## config.mk

```make
export PLATFORM = sky130hd
export DESIGN_NAME = led_cmd_ctrl
export DESIGN_NICKNAME = d
export VERILOG_FILES = /design/src/rtl/led_cmd_ctrl.sv
export SDC_FILE = /design/constraint.sdc
export NUM_CORES = 1
export LEC_CHECK = 0
export CAP_MARGIN = 20
export CORE_MARGIN = 2
export CORE_UTILIZATION = 40
export DETAILED_ROUTE_END_ITERATION = 8
export DONT_BUFFER_PORTS = 1
export PLACE_DENSITY = 0.67
export REMOVE_ABC_BUFFERS = 1
export SETUP_SLACK_MARGIN = 0.15
export SLEW_MARGIN = 20
export SYNTH_ARGS = -nofsm -noshare
export SYNTH_HDL_FRONTEND = slang
export SYNTH_SLANG_ARGS = --single-unit
```

## constraint.sdc

```tcl
create_clock -name sysclk -period 2.9 [get_ports sysclk]
set_clock_uncertainty 0.05 [all_clocks]
set_input_delay 0.435 -clock sysclk [delete_from_list [all_inputs] [get_ports sysclk]]
set_output_delay 0.435 -clock sysclk [all_outputs]
set_load 0.01 [all_outputs]
```

## src/rtl/led_cmd_ctrl.sv

```systemverilog
// Executes SET/GET/CLR frames from spi_slave on the LED brightness registers, drives PWM
// and builds the MISO response. Define LED_CTRL_SOFT_RAMP_EN to step duty by 1% per period.
module led_cmd_ctrl #(
  parameter int PRESCALE           = 1250,
  parameter int N_LEDS             = 4,
  parameter int CMD_BITS           = 8,
  parameter int ADDR_BITS          = 8,
  parameter int PAYLOAD_BITS       = 8,
  parameter int MASTER_FRAME_WIDTH = CMD_BITS + ADDR_BITS + 8
) (
  input  logic                          sysclk,
  input  logic                          rst_n,
  input  logic                          i_frame_vld,
  input  logic [CMD_BITS-1:0]           i_cmd,
  input  logic [ADDR_BITS-1:0]          i_addr,
  input  logic [PAYLOAD_BITS-1:0]       i_payload,
  output logic [MASTER_FRAME_WIDTH-1:0] o_rsp_frame,
  output logic                          o_rsp_vld,
  output logic                          o_slv_tx_enb,
  output logic [N_LEDS-1:0]             o_led,
  output logic [7:0]                    o_err_cnt
);

  localparam logic [CMD_BITS-1:0] CMD_LED_SET = CMD_BITS'(8'h01);
  localparam logic [CMD_BITS-1:0] CMD_LED_GET = CMD_BITS'(8'h02);
  localparam logic [CMD_BITS-1:0] CMD_LED_CLR = CMD_BITS'(8'h03);
  localparam logic [CMD_BITS-1:0] CMD_ERR     = CMD_BITS'(8'hEE);
  localparam int IDX_W = (N_LEDS > 1) ? $clog2(N_LEDS) : 1;
  localparam int PS_W  = (PRESCALE > 1) ? $clog2(PRESCALE) : 1;

  typedef enum logic [1:0] {S_IDLE, S_DECODE, S_EXEC, S_RESP} state_t;

  state_t                          r_state;
  state_t                          w_next_state;
  logic [CMD_BITS-1:0]             r_cmd;
  logic [ADDR_BITS-1:0]            r_addr;
  logic [PAYLOAD_BITS-1:0]         r_payload;
  logic                            r_ok;
  logic [6:0]                      r_target [N_LEDS];
  logic [6:0]                      r_active [N_LEDS];
  logic [MASTER_FRAME_WIDTH-1:0]   r_rsp_frame;
  logic                            r_rsp_vld;
  logic                            r_tx_enb;
  logic [7:0]                      r_err_cnt;
  logic [PS_W-1:0]                 r_presc;
  logic [6:0]                      r_pwm_cnt;
  logic [N_LEDS-1:0]               r_led;

  logic [IDX_W-1:0]                w_idx;
  logic                            w_cmd_known;
  logic                            w_addr_ok;
  logic [6:0]                      w_clamped;
  logic [7:0]                      w_err_inc1;
  logic [1:0]                      w_err_add;
  logic [8:0]                      w_err_sum;
  logic [7:0]                      w_err_next;
  logic [CMD_BITS-1:0]             w_rsp_cmd;
  logic [7:0]                      w_rsp_data;
  logic                            w_tick;
  logic                            w_wrap;

  assign w_idx       = r_addr[IDX_W-1:0];
  assign w_cmd_known = (r_cmd == CMD_LED_SET) || (r_cmd == CMD_LED_GET) || (r_cmd == CMD_LED_CLR);
  assign w_addr_ok   = (r_addr < ADDR_BITS'(N_LEDS));
  assign w_clamped   = (r_payload > PAYLOAD_BITS'(100)) ? 7'd100 : r_payload[6:0];

  // Overrun and an error response can land in the same cycle; both are counted.
  assign w_err_inc1 = (r_err_cnt == 8'hFF) ? 8'hFF : r_err_cnt + 8'd1;
  assign w_err_add  = {1'b0, (i_frame_vld && (r_state != S_IDLE))} +
                      {1'b0, ((r_state == S_RESP) && !r_ok)};
  assign w_err_sum  = {1'b0, r_err_cnt} + {7'd0, w_err_add};
  assign w_err_next = w_err_sum[8] ? 8'hFF : w_err_sum[7:0];

  always_ff @(posedge sysclk) begin
    if (!rst_n) r_state <= S_IDLE;
    else        r_state <= w_next_state;
  end

  always_comb begin
    w_next_state = r_state;
    case (r_state)
      S_IDLE:   if (i_frame_vld) w_next_state = S_DECODE;
      S_DECODE: w_next_state = S_EXEC;
      S_EXEC:   w_next_state = S_RESP;
      S_RESP:   w_next_state = S_IDLE;
      default:  w_next_state = S_IDLE;
    endcase
  end

  always_comb begin
    w_rsp_cmd  = r_cmd;
    w_rsp_data = 8'h00;
    if (!r_ok) begin
      w_rsp_cmd  = CMD_ERR;
      w_rsp_data = w_err_inc1;
    end else if (r_cmd == CMD_LED_SET) begin
      w_rsp_data = {1'b0, w_clamped};
    end else if (r_cmd == CMD_LED_GET) begin
      w_rsp_data = {1'b0, r_target[w_idx]};
    end
  end

  always_ff @(posedge sysclk) begin
    if (!rst_n) begin
      r_cmd       <= '0;
      r_addr      <= '0;
      r_payload   <= '0;
      r_ok        <= 1'b0;
      r_rsp_frame <= '0;
      r_rsp_vld   <= 1'b0;
      r_tx_enb    <= 1'b0;
      r_err_cnt   <= '0;
      for (int i = 0; i < N_LEDS; i++) r_target[i] <= '0;
    end else begin
      r_rsp_vld <= 1'b0;
      r_err_cnt <= w_err_next;
      if ((r_state == S_IDLE) && i_frame_vld) begin
        r_cmd     <= i_cmd;
        r_addr    <= i_addr;
        r_payload <= i_payload;
      end
      if (r_state == S_DECODE) r_ok <= w_cmd_known && w_addr_ok;
      if ((r_state == S_EXEC) && r_ok) begin
        if (r_cmd == CMD_LED_SET) begin
          r_target[w_idx] <= w_clamped;
        end else if (r_cmd == CMD_LED_CLR) begin
          for (int i = 0; i < N_LEDS; i++) r_target[i] <= '0;
        end
      end
      // Response stays armed for exactly one SPI transaction.
      if (r_state == S_RESP) begin
        r_rsp_frame <= {w_rsp_cmd, r_addr, w_rsp_data};
        r_rsp_vld   <= 1'b1;
        r_tx_enb    <= 1'b1;
      end else if (i_frame_vld) begin
        r_tx_enb    <= 1'b0;
      end
    end
  end

  assign w_tick = (r_presc == PS_W'(PRESCALE - 1));
  assign w_wrap = w_tick && (r_pwm_cnt == 7'd99);

  always_ff @(posedge sysclk) begin
    if (!rst_n) begin
      r_presc   <= '0;
      r_pwm_cnt <= '0;
      r_led     <= '0;
      for (int i = 0; i < N_LEDS; i++) r_active[i] <= '0;
    end else begin
      r_presc <= w_tick ? '0 : r_presc + PS_W'(1);
      if (w_tick) r_pwm_cnt <= (r_pwm_cnt == 7'd99) ? 7'd0 : r_pwm_cnt + 7'd1;
      for (int i = 0; i < N_LEDS; i++) begin
        // Duty only changes at period wrap so a period is never cut short.
        if (w_wrap) begin
`ifdef LED_CTRL_SOFT_RAMP_EN
          if (r_active[i] < r_target[i])      r_active[i] <= r_active[i] + 7'd1;
          else if (r_active[i] > r_target[i]) r_active[i] <= r_active[i] - 7'd1;
`else
          r_active[i] <= r_target[i];
`endif
        end
        r_led[i] <= (r_pwm_cnt < r_active[i]);
      end
    end
  end

  assign o_rsp_frame  = r_rsp_frame;
  assign o_rsp_vld    = r_rsp_vld;
  assign o_slv_tx_enb = r_tx_enb;
  assign o_led        = r_led;
  assign o_err_cnt    = r_err_cnt;

endmodule
```

==> impl_metrics.yaml, run 1 <==
run_status:
  status: "completed"
cells_and_area:
  n_antenna_cell: 0
  fin_cells: 872
  drive_above_1_share_pct: 8.99
  area_growth_pct: 12.4
  fin_nets: 705
cts:
  cts.clk_slew.worst_paths_ps: 60
  numCtsBuffers: 17
  cts_resized: 0
  cts_setup_buffers: 0
  cts_root_buf: "clkbuf_16"
  clk-insertion-delay-late_ps: 420
  htree_levels: 4
  clk_path_buf_depth: 2
  ctsHoldBuffers: 0
  cts_tree: "built"
  clock_sinks: 141
setup_path:
  r2r-start: "r_cmd[2]"
  critPathLaunchType: "flop"
  cpLargestDelayFamily: "simple AND/OR/NAND/NOR gates"
  worstPathArrival_ps: 2340
  r2r_cells: 4
  crit_chain: "or4_4 > nor4_4 > nand3_1 > nand2_1"
  cp_max_fo: 8
  startpoint: "r_cmd[2]"
  r2r_slack_ps: 610
  path_class: "flop to flop"
  cpPeakStageDelay_ps: 580
  cp-end-kind: "flop"
  critical_path_required_ps: 2950
  crit_buf_inv: 0
  reg2reg_to: "r_target[3][5]"
  slowest_stage: "or4_4"
sta:
  fin_crit_ps: 2290
  setup_ws_ps: 611
  slew_viol_final: 0
  rsz0062_at_grt: "false"
  slew-limit-headroom_pct: 43.9
  worst_pin_slew_ps: 841
  hold_violations: 0
  max_freq_mhz: 437
  setup_viol: 0
  min_period_over_period_pct: 78.9
floorplan:
  die_y_um: 131
  top_level_ports: 65
  core_sq_mm: 0.0158
  rows: 46
  dieArea_sq_mm: 0.0172
  die_x_um: 131
  start_util_pct: 40.7
routing:
  drt-pass1-iter-count: 5
  routed_via_density: 5.31
  dr_total_vias: 4633
  drtAntennaViolNets: 0
  drt_iter0_markers: 344
  drc: 0
  wire_per_inst_um: 15.9
  routed_wl_um: 13900
min_path:
  worstHoldEndpoint: "r_addr[3]"
  whs_path_depth: 2
  hold_path_class: "input pin to flop"
  hp-start: "i_addr[3]"
synth:
  ys_top_cells_by_area: "dfxtp_1 26%, edfxtp_1 26%, ha_1 6.6%"
  synth_top_area_share_pct: 26.4
  ys.flop_type: "dfxtp_1"
  synthArstFlopShare_pct: 0
  ys_warn_count: 0
  syn-mean-instance-area_sq_um: 10.0
  seq_area_frac_synth_pct: 52.5
  synth-edff-count: 56
  ys_ff_latch: 141
  syn_area_sq_mm: 0.00645
  syn_inst: 643
  yosys.area.top_type: "dfxtp_1"
  synth_cell_types: 54
run:
  maxCapViolations: 0
pwr:
  ir_worst_vdd_uv: 449
  cellPowerDensity_mw_per_mm2: 707
  power_mw: 5.13
  p_leak_nw: 2.77
global_route:
  grt_usage_pct: 16.7
  overflow: 0
  grt_max_degree: 52
  grt_pass1_vias: 4370
  antenna_found_initial: 0
  grt_pass1_wl_um: 21900
placement:
  portBuffers: 0
  dp.cells: 840
  routabilityCongestion: 0.846
  post-place-ws_ps: 654
  hpwl_um: 10100
-- metal layers --
| layer | vias up | share of wire, % | GRT usage, % |
|---|---|---|---|
| met5 | - | 0 | 0 |
| met4 | 0 | 2.3 | 7.38 |
| met3 | 29 | 6.2 | 5.82 |
| met2 | 144 | 45 | 24.5 |
| met1 | 2195 | 46 | 22.4 |
| li1 | 2265 | - | - |
-- worst max-delay path by stage --
stage,cells after the start,to,slack [ps]
floorplan,4,r_active[0][0],-80
global placement,4,r_target[3][0],710
detailed placement,4,r_target[0][3],650
CTS,4,r_target[3][0],640
global route,4,r_target[3][5],460
finish,4,r_target[3][5],610
-- synthesized netlist by cell type (2+ instances only) --
master,number
a211o_1,4
a211oi_1,6
a21oi_1,39
a2bb2oi_1,2
a31oi_1,13
a32o_1,3
a32oi_1,2
and2_1,31
and3_1,6
buf_1,7
buf_2,2
clkbuf_1,18
dfxtp_1,85
edfxtp_1,56
ha_1,34
inv_1,40
mux2i_1,11
mux4_2,7
nand2_1,75
nand2b_1,7
nand3_1,19
nand3b_2,2
nand4_1,10
nor2_1,82
nor2b_1,3
nor3_1,7
nor4_1,4
nor4_4,2
nor4b_1,2
o21a_1,2
o21ai_0,17
o221ai_1,2
o31ai_1,5
or3_1,4
xnor2_1,9
xor2_1,7
-- cell families (layout without fill, tap and decap cells) --
kind of cell	count (synthesis)	after routing	share of synthesized area [%]
buffers and inverters	67	80	3.94
XOR/XNOR	16	16	2.17
AND/OR/NAND/NOR	262	262	20.2
adder cells (fa/ha/maj)	35	35	6.91
flip-flops	141	141	52.5
AO/OA/AOI/OAI	104	104	10.1
multiplexers	18	18	4.15
-- layout make-up --
type                    instances  area, sq um
fillers                      1443         8580
flip-flops and latches        141         3380
multi-input cells             435         2810
clock buffers                  19          454
well taps                     216          270
inverters                      40          150
clock inverters                13          114
repair buffers                  8         60.1
-- state kept, by name (all words and copies together) (netlist names), named ones only --
name / flops
r_active: 28
r_ok: 1
o_led: 4
o_err_cnt: 8
r_pwm_cnt: 7
r_target: 28
r_payload: 8
o_rsp_frame: 24
r_presc: 11
r_cmd: 8
r_state: 2
o_rsp_vld: 1
o_slv_tx_enb: 1
r_addr: 8
-- per-stage QoR --
step | hold WS, ps | setup TNS (ps) | area, sq um | util (%)
after floorplan | 383 | -2200 | 6340 | -
after global placement | 404 | 0 | 6680 | 42.2
after detailed placement | 398 | 0 | 6680 | 42.2
after CTS | 72.3 | 0 | 7250 | 45.8
after global routing | 80.0 | 0 | 7250 | 45.8
final | 87.6 | 0 | 7250 | 45.8
-- layout by cell type (no fill, tap or decap), types with 7 or more instances in the layout --
master / count
a21oi_1: 39
a31oi_1: 13
and2_1: 31
buf_4: 8
clkbuf_16: 18
dfxtp_1: 85
edfxtp_1: 56
ha_1: 34
inv_1: 40
mux2i_1: 11
mux4_2: 7
nand2_1: 75
nand2b_1: 7
nand3_1: 19
nand4_1: 10
nor2_1: 82
nor3_1: 7
o21ai_0: 17
xnor2_1: 9
xor2_1: 7
-- report_power, final --
| part | total [mW] | internal (mW) | switching [mW] |
|---|---|---|---|
| sequential | 2.39 | 2.21 | 0.179 |
| combinational | 0.665 | 0.252 | 0.412 |
| clock | 2.07 | 1.23 | 0.839 |
Note: power is estimated with default switching activity, not from simulation.
==> run 2: changes to the inputs <==
==> constraint.sdc (replaced) <==
create_clock -name sysclk -period 2 [get_ports sysclk]
set_clock_uncertainty 0.05 [all_clocks]
set_input_delay 0.3 -clock sysclk [delete_from_list [all_inputs] [get_ports sysclk]]
set_output_delay 0.3 -clock sysclk [all_outputs]
set_load 0.01 [all_outputs]
==> impl_metrics.yaml, run 2 (synthesis results as in run 1) <==
run_status:
  status: "completed"
global_route:
  grt_pass1_wl_um: 23300
  antenna_found_initial: 0
  grt.busiest_layer: "met2"
  grtUsageMet1_pct: 23.5
  use_met3_pct: 3.34
  grt_max_degree: 33
  grt_util_met2_pct: 28.1
  overflow: 0
  grt_usage_pct: 17.6
  grt_pass1_vias: 4577
sta:
  worst_pin_slew_ps: 525
  setup_ws_ps: 79.5
  setup_viol: 0
  hold_violations: 0
  max_freq_mhz: 521
  hold_ws_ps: 20.2
  min_period_over_period_pct: 96.0
  rsz0062_at_grt: "true"
  slew_viol_final: 0
  slew-limit-headroom_pct: 64.9
  fin_crit_ps: 1920
routing:
  drt-pass1-iter-count: 5
  dr_total_vias: 4865
  drtAntennaViolNets: 0
  routed_wl_um: 15100
  routed_via_density: 5.23
  wire_per_inst_um: 16.2
  drt_iter0_markers: 420
  drc: 0
floorplan:
  start_util_pct: 40.7
  dieArea_sq_mm: 0.0172
  top_level_ports: 65
  rows: 46
  core_sq_mm: 0.0158
  die_y_um: 131
  die_x_um: 131
setup_path:
  path_class: "flop to flop"
  critical_path_required_ps: 2070
  cp-end-kind: "flop"
  worstPathArrival_ps: 2000
  critPathLaunchType: "flop"
  cp_max_fo: 7
cts:
  htree_levels: 4
  cts_tree: "built"
  cts_root_buf: "clkbuf_16"
  clock_sinks: 141
  clk_path_buf_depth: 2
  clk-insertion-delay-late_ps: 420
  cts.clk_slew.worst_paths_ps: 60
  numCtsBuffers: 17
cells_and_area:
  final_cell_mix: "81 x dfxtp_1, 71 x nand2_1, 59 x nor2_1"
  area_growth_pct: 26.9
  final_common_cell: "dfxtp_1"
  drive_above_1_share_pct: 20.2
  n_antenna_cell: 0
  final_util_pct: 51.7
  fin_nets: 763
pwr:
  ir_worst_vdd_uv: 573
  cellPowerDensity_mw_per_mm2: 969
  power_mw: 7.93
  p_leak_nw: 3.15
placement:
  hpwl_um: 10600
  routabilityCongestion: 0.872
  portBuffers: 0
  post-place-ws_ps: -77.3
run:
  maxCapViolations: 0
min_path:
  hold_path_class: "input pin to flop"
## run 2: changes by cell type in the layout (fill, tap and decap cells not counted), sizes merged
| cell | before | now |
|---|---|---|
| dlygate4sd3 | 0 | 24 |
| clkinv | 8 | 7 |
| buf | 8 | 42 |
| clkinvlp | 1 | 0 |
| clkbuf | 19 | 20 |
| inv | 43 | 44 |
## run 2: where the power goes
part / switching [mW] / total [mW] / internal [mW]
Sequential: 0.250 / 3.47 / 3.22
Combinational: 0.754 / 1.30 / 0.544
Clock: 1.24 / 3.16 / 1.92
## run 2: stage by stage
step	cell area (sq um)	TNS, ps	cells
floorplan	6340	-37240	616
global placement	6950	-113	871
detailed placement	6950	-812	871
CTS	8000	0	929
global route	8180	0	930
finish	8180	0	930
## run 2: routing by layer
layer  vias to the layer above  routed length, um
li1                       2385                  -
met1                      2290               6660
met2                       166               7350
met3                        24                780
met4                         0                273
met5                         -                  0
## run 2: worst paths after layout
| check | startpoint | end | slack, ps | cells after the start |
|---|---|---|---|---|
| setup / recovery | r_cmd[2] | r_target[3][4] | 80 | 5 |
| hold / removal | i_addr[0] | flop | 20 | 2 |
| setup reg to reg | r_cmd[2] | r_target[3][4] | 80 | 5 |
| hold reg to reg | r_payload[0] | r_payload[0] | 420 | 2 |
## run 2: critical path, cell delays in order, from the launching register on
cell and delay (ps):
dfxtp_2 340, or4_4 550, nor4_4 280, buf_6 170
nand3_4 110, nand2_4 140
## run 2: final cells by class
| cell class | instances | area [sq um] |
|---|---|---|
| sequential | 141 | 3390 |
| timing repair buffer | 66 | 628 |
| fill | 1348 | 7650 |
| clock inverter | 12 | 123 |
| tap | 216 | 270 |
| multi-input combinational | 435 | 3130 |
| inverter | 40 | 153 |
| clock buffer | 20 | 489 |
## run 2: repair_timing
item                                   CTS  global route
endpoints found under the hold margin   34             0
setup endpoints to repair               57           113
gates cloned                             0             0
pin swaps                               23             9
setup buffers                            2             1
resized for setup                       50            42
hold buffers                            24             0
==> run 3: changes to the inputs <==
--- a/config.mk
+++ b/config.mk
@@ -6,11 +6,14 @@
 export NUM_CORES = 1
 export LEC_CHECK = 0
 export CAP_MARGIN = 20
+export CELL_PAD_IN_SITES_DETAIL_PLACEMENT = 2
+export CELL_PAD_IN_SITES_GLOBAL_PLACEMENT = 2
+export CORE_ASPECT_RATIO = 0.6
 export CORE_MARGIN = 2
-export CORE_UTILIZATION = 40
+export CORE_UTILIZATION = 37
 export DETAILED_ROUTE_END_ITERATION = 8
 export DONT_BUFFER_PORTS = 1
-export PLACE_DENSITY = 0.67
+export PLACE_DENSITY = 0.87
 export REMOVE_ABC_BUFFERS = 1
 export SETUP_SLACK_MARGIN = 0.15
 export SLEW_MARGIN = 20
==> impl_metrics.yaml, run 3 (synthesis results as in run 1) <==
setup_path:
  worstPathArrival_ps: 2220
  r2r_cells: 6
  critPathCapture: "r_target[1][3]"
  critical_path_required_ps: 2100
  cp_max_fo: 7
  path_class: "flop to flop"
  startpoint: "r_ok"
  r2r_slack_ps: -120
  r2r-start: "r_ok"
  cp-end-kind: "flop"
  reg2reg_to: "r_target[1][3]"
  critPathLaunchType: "flop"
cells_and_area:
  final_cell_mix: "73 x dfxtp_1, 70 x nand2_1, 56 x edfxtp_1"
  fill_cells: 1660
  drive_above_1_share_pct: 29.3
  n_antenna_cell: 0
  final_util_pct: 50.9
  final_common_cell: "dfxtp_1"
  fin_nets: 785
  fin_cells: 970
  area_growth_pct: 34.8
  finalInstanceArea_sq_mm: 0.00869
sta:
  fin_crit_ps: 2120
  min_period_over_period_pct: 106
  setup_ws_ps: -115
  setup_viol: 58
  rsz0062_at_grt: "true"
  setup_tns_ps: -3680
  worst_pin_slew_ps: 738
  slew_viol_final: 0
  slew-limit-headroom_pct: 50.7
  hold_ws_ps: -16.5
  hold_violations: 1
  max_freq_mhz: 473
pwr:
  power_mw: 8.65
  cellPowerDensity_mw_per_mm2: 995
  p_leak_nw: 3.34
  ir_worst_vdd_uv: 596
min_path:
  hold_path_class: "input pin to flop"
  hp-start: "rst_n"
routing:
  drtAntennaViolNets: 0
  dr_total_vias: 5928
  drt-pass1-iter-count: 5
  drt_iter0_markers: 576
  routed_via_density: 6.11
  wire_per_inst_um: 33.2
  routed_wl_um: 32200
  drc: 0
floorplan:
  rows: 37
  start_util_pct: 37.7
  top_level_ports: 65
  die_y_um: 106
  dieArea_sq_mm: 0.0185
  core_sq_mm: 0.0171
  die_x_um: 174
cts:
  numCtsBuffers: 17
  clk-insertion-delay-late_ps: 450
  cts_tree: "built"
  cts_root_buf: "clkbuf_16"
  htree_levels: 4
  clock_sinks: 141
  clk_path_buf_depth: 2
  cts.clk_slew.worst_paths_ps: 70
global_route:
  antenna_found_initial: 1
  grt_usage_pct: 31.4
  grt_max_degree: 52
  overflow: 0
  grt_pass1_wl_um: 41600
  grt_pass1_vias: 6367
run_status:
  violations: "hold timing, setup timing"
  status: "finished, violations left"
placement:
  routabilityCongestion: 0.893
  dp.cells: 891
  post-place-ws_ps: -199
  dpl_cell_area_sq_mm: 0.00699
  portBuffers: 0
  hpwl_um: 16600
run:
  maxCapViolations: 0
run 3: what timing repair did:
item | 4_1_cts | 5_1_grt
cloned | 1 | 2
pin swaps | 24 | 26
hold buffers | 22 | 1
endpoints found under the hold margin | 32 | 1
setup buffers | 11 | 10
gates resized for setup | 86 | 92
endpoints found under the setup margin | 124 | 144
run 3: routing by layer:
metal  vias up  routed length [um]  track usage, %
met3       103                2690            7.62
met5         -                   0               0
li1       2417                   -               -
met4         0                1470            14.3
met2       359               15800            53.0
met1      3049               12200            38.1
run 3: layout make-up:
| type | count | area [sq um] | share of cell area [%] |
|---|---|---|---|
| sequential | 141 | 3410 | 39.3 |
| multi-input combinational | 435 | 3380 | 38.9 |
| timing repair buffer | 88 | 887 | 10.2 |
| clock buffer | 18 | 439 | 5.05 |
| tap | 234 | 293 | 3.37 |
| inverter | 40 | 158 | 1.81 |
| clock inverter | 14 | 120 | 1.38 |
run 3: worst min-delay path by stage:
stage / depth (start not counted) / to / slack [ps]
6_report: 2 / o_rsp_frame[22] / -20
5_1_grt: 2 / o_rsp_frame[18] / 6
4_1_cts: 2 / o_rsp_frame[22] / 1
3_5_place_dp: 1 / o_err_cnt[5] / 390
3_3_place_gp: 1 / o_err_cnt[5] / 370
2_1_floorplan: 1 / o_err_cnt[5] / 370
run 3: power breakdown:
| group | switching [mW] | total, mW | internal [mW] |
|---|---|---|---|
| clock network | 1.59 | 3.26 | 1.67 |
| registers | 0.325 | 3.55 | 3.22 |
| logic | 1.18 | 1.84 | 0.657 |
| total | 3.10 | 8.65 | 5.55 |
run 3: worst max-delay path: stages, from the launching register on:
cell and delay (ps):
dfxtp_1 600, nand3_4 190, nor4_4 370, buf_4 200, buf_4 130, nand3b_4 110
nand2_4 160
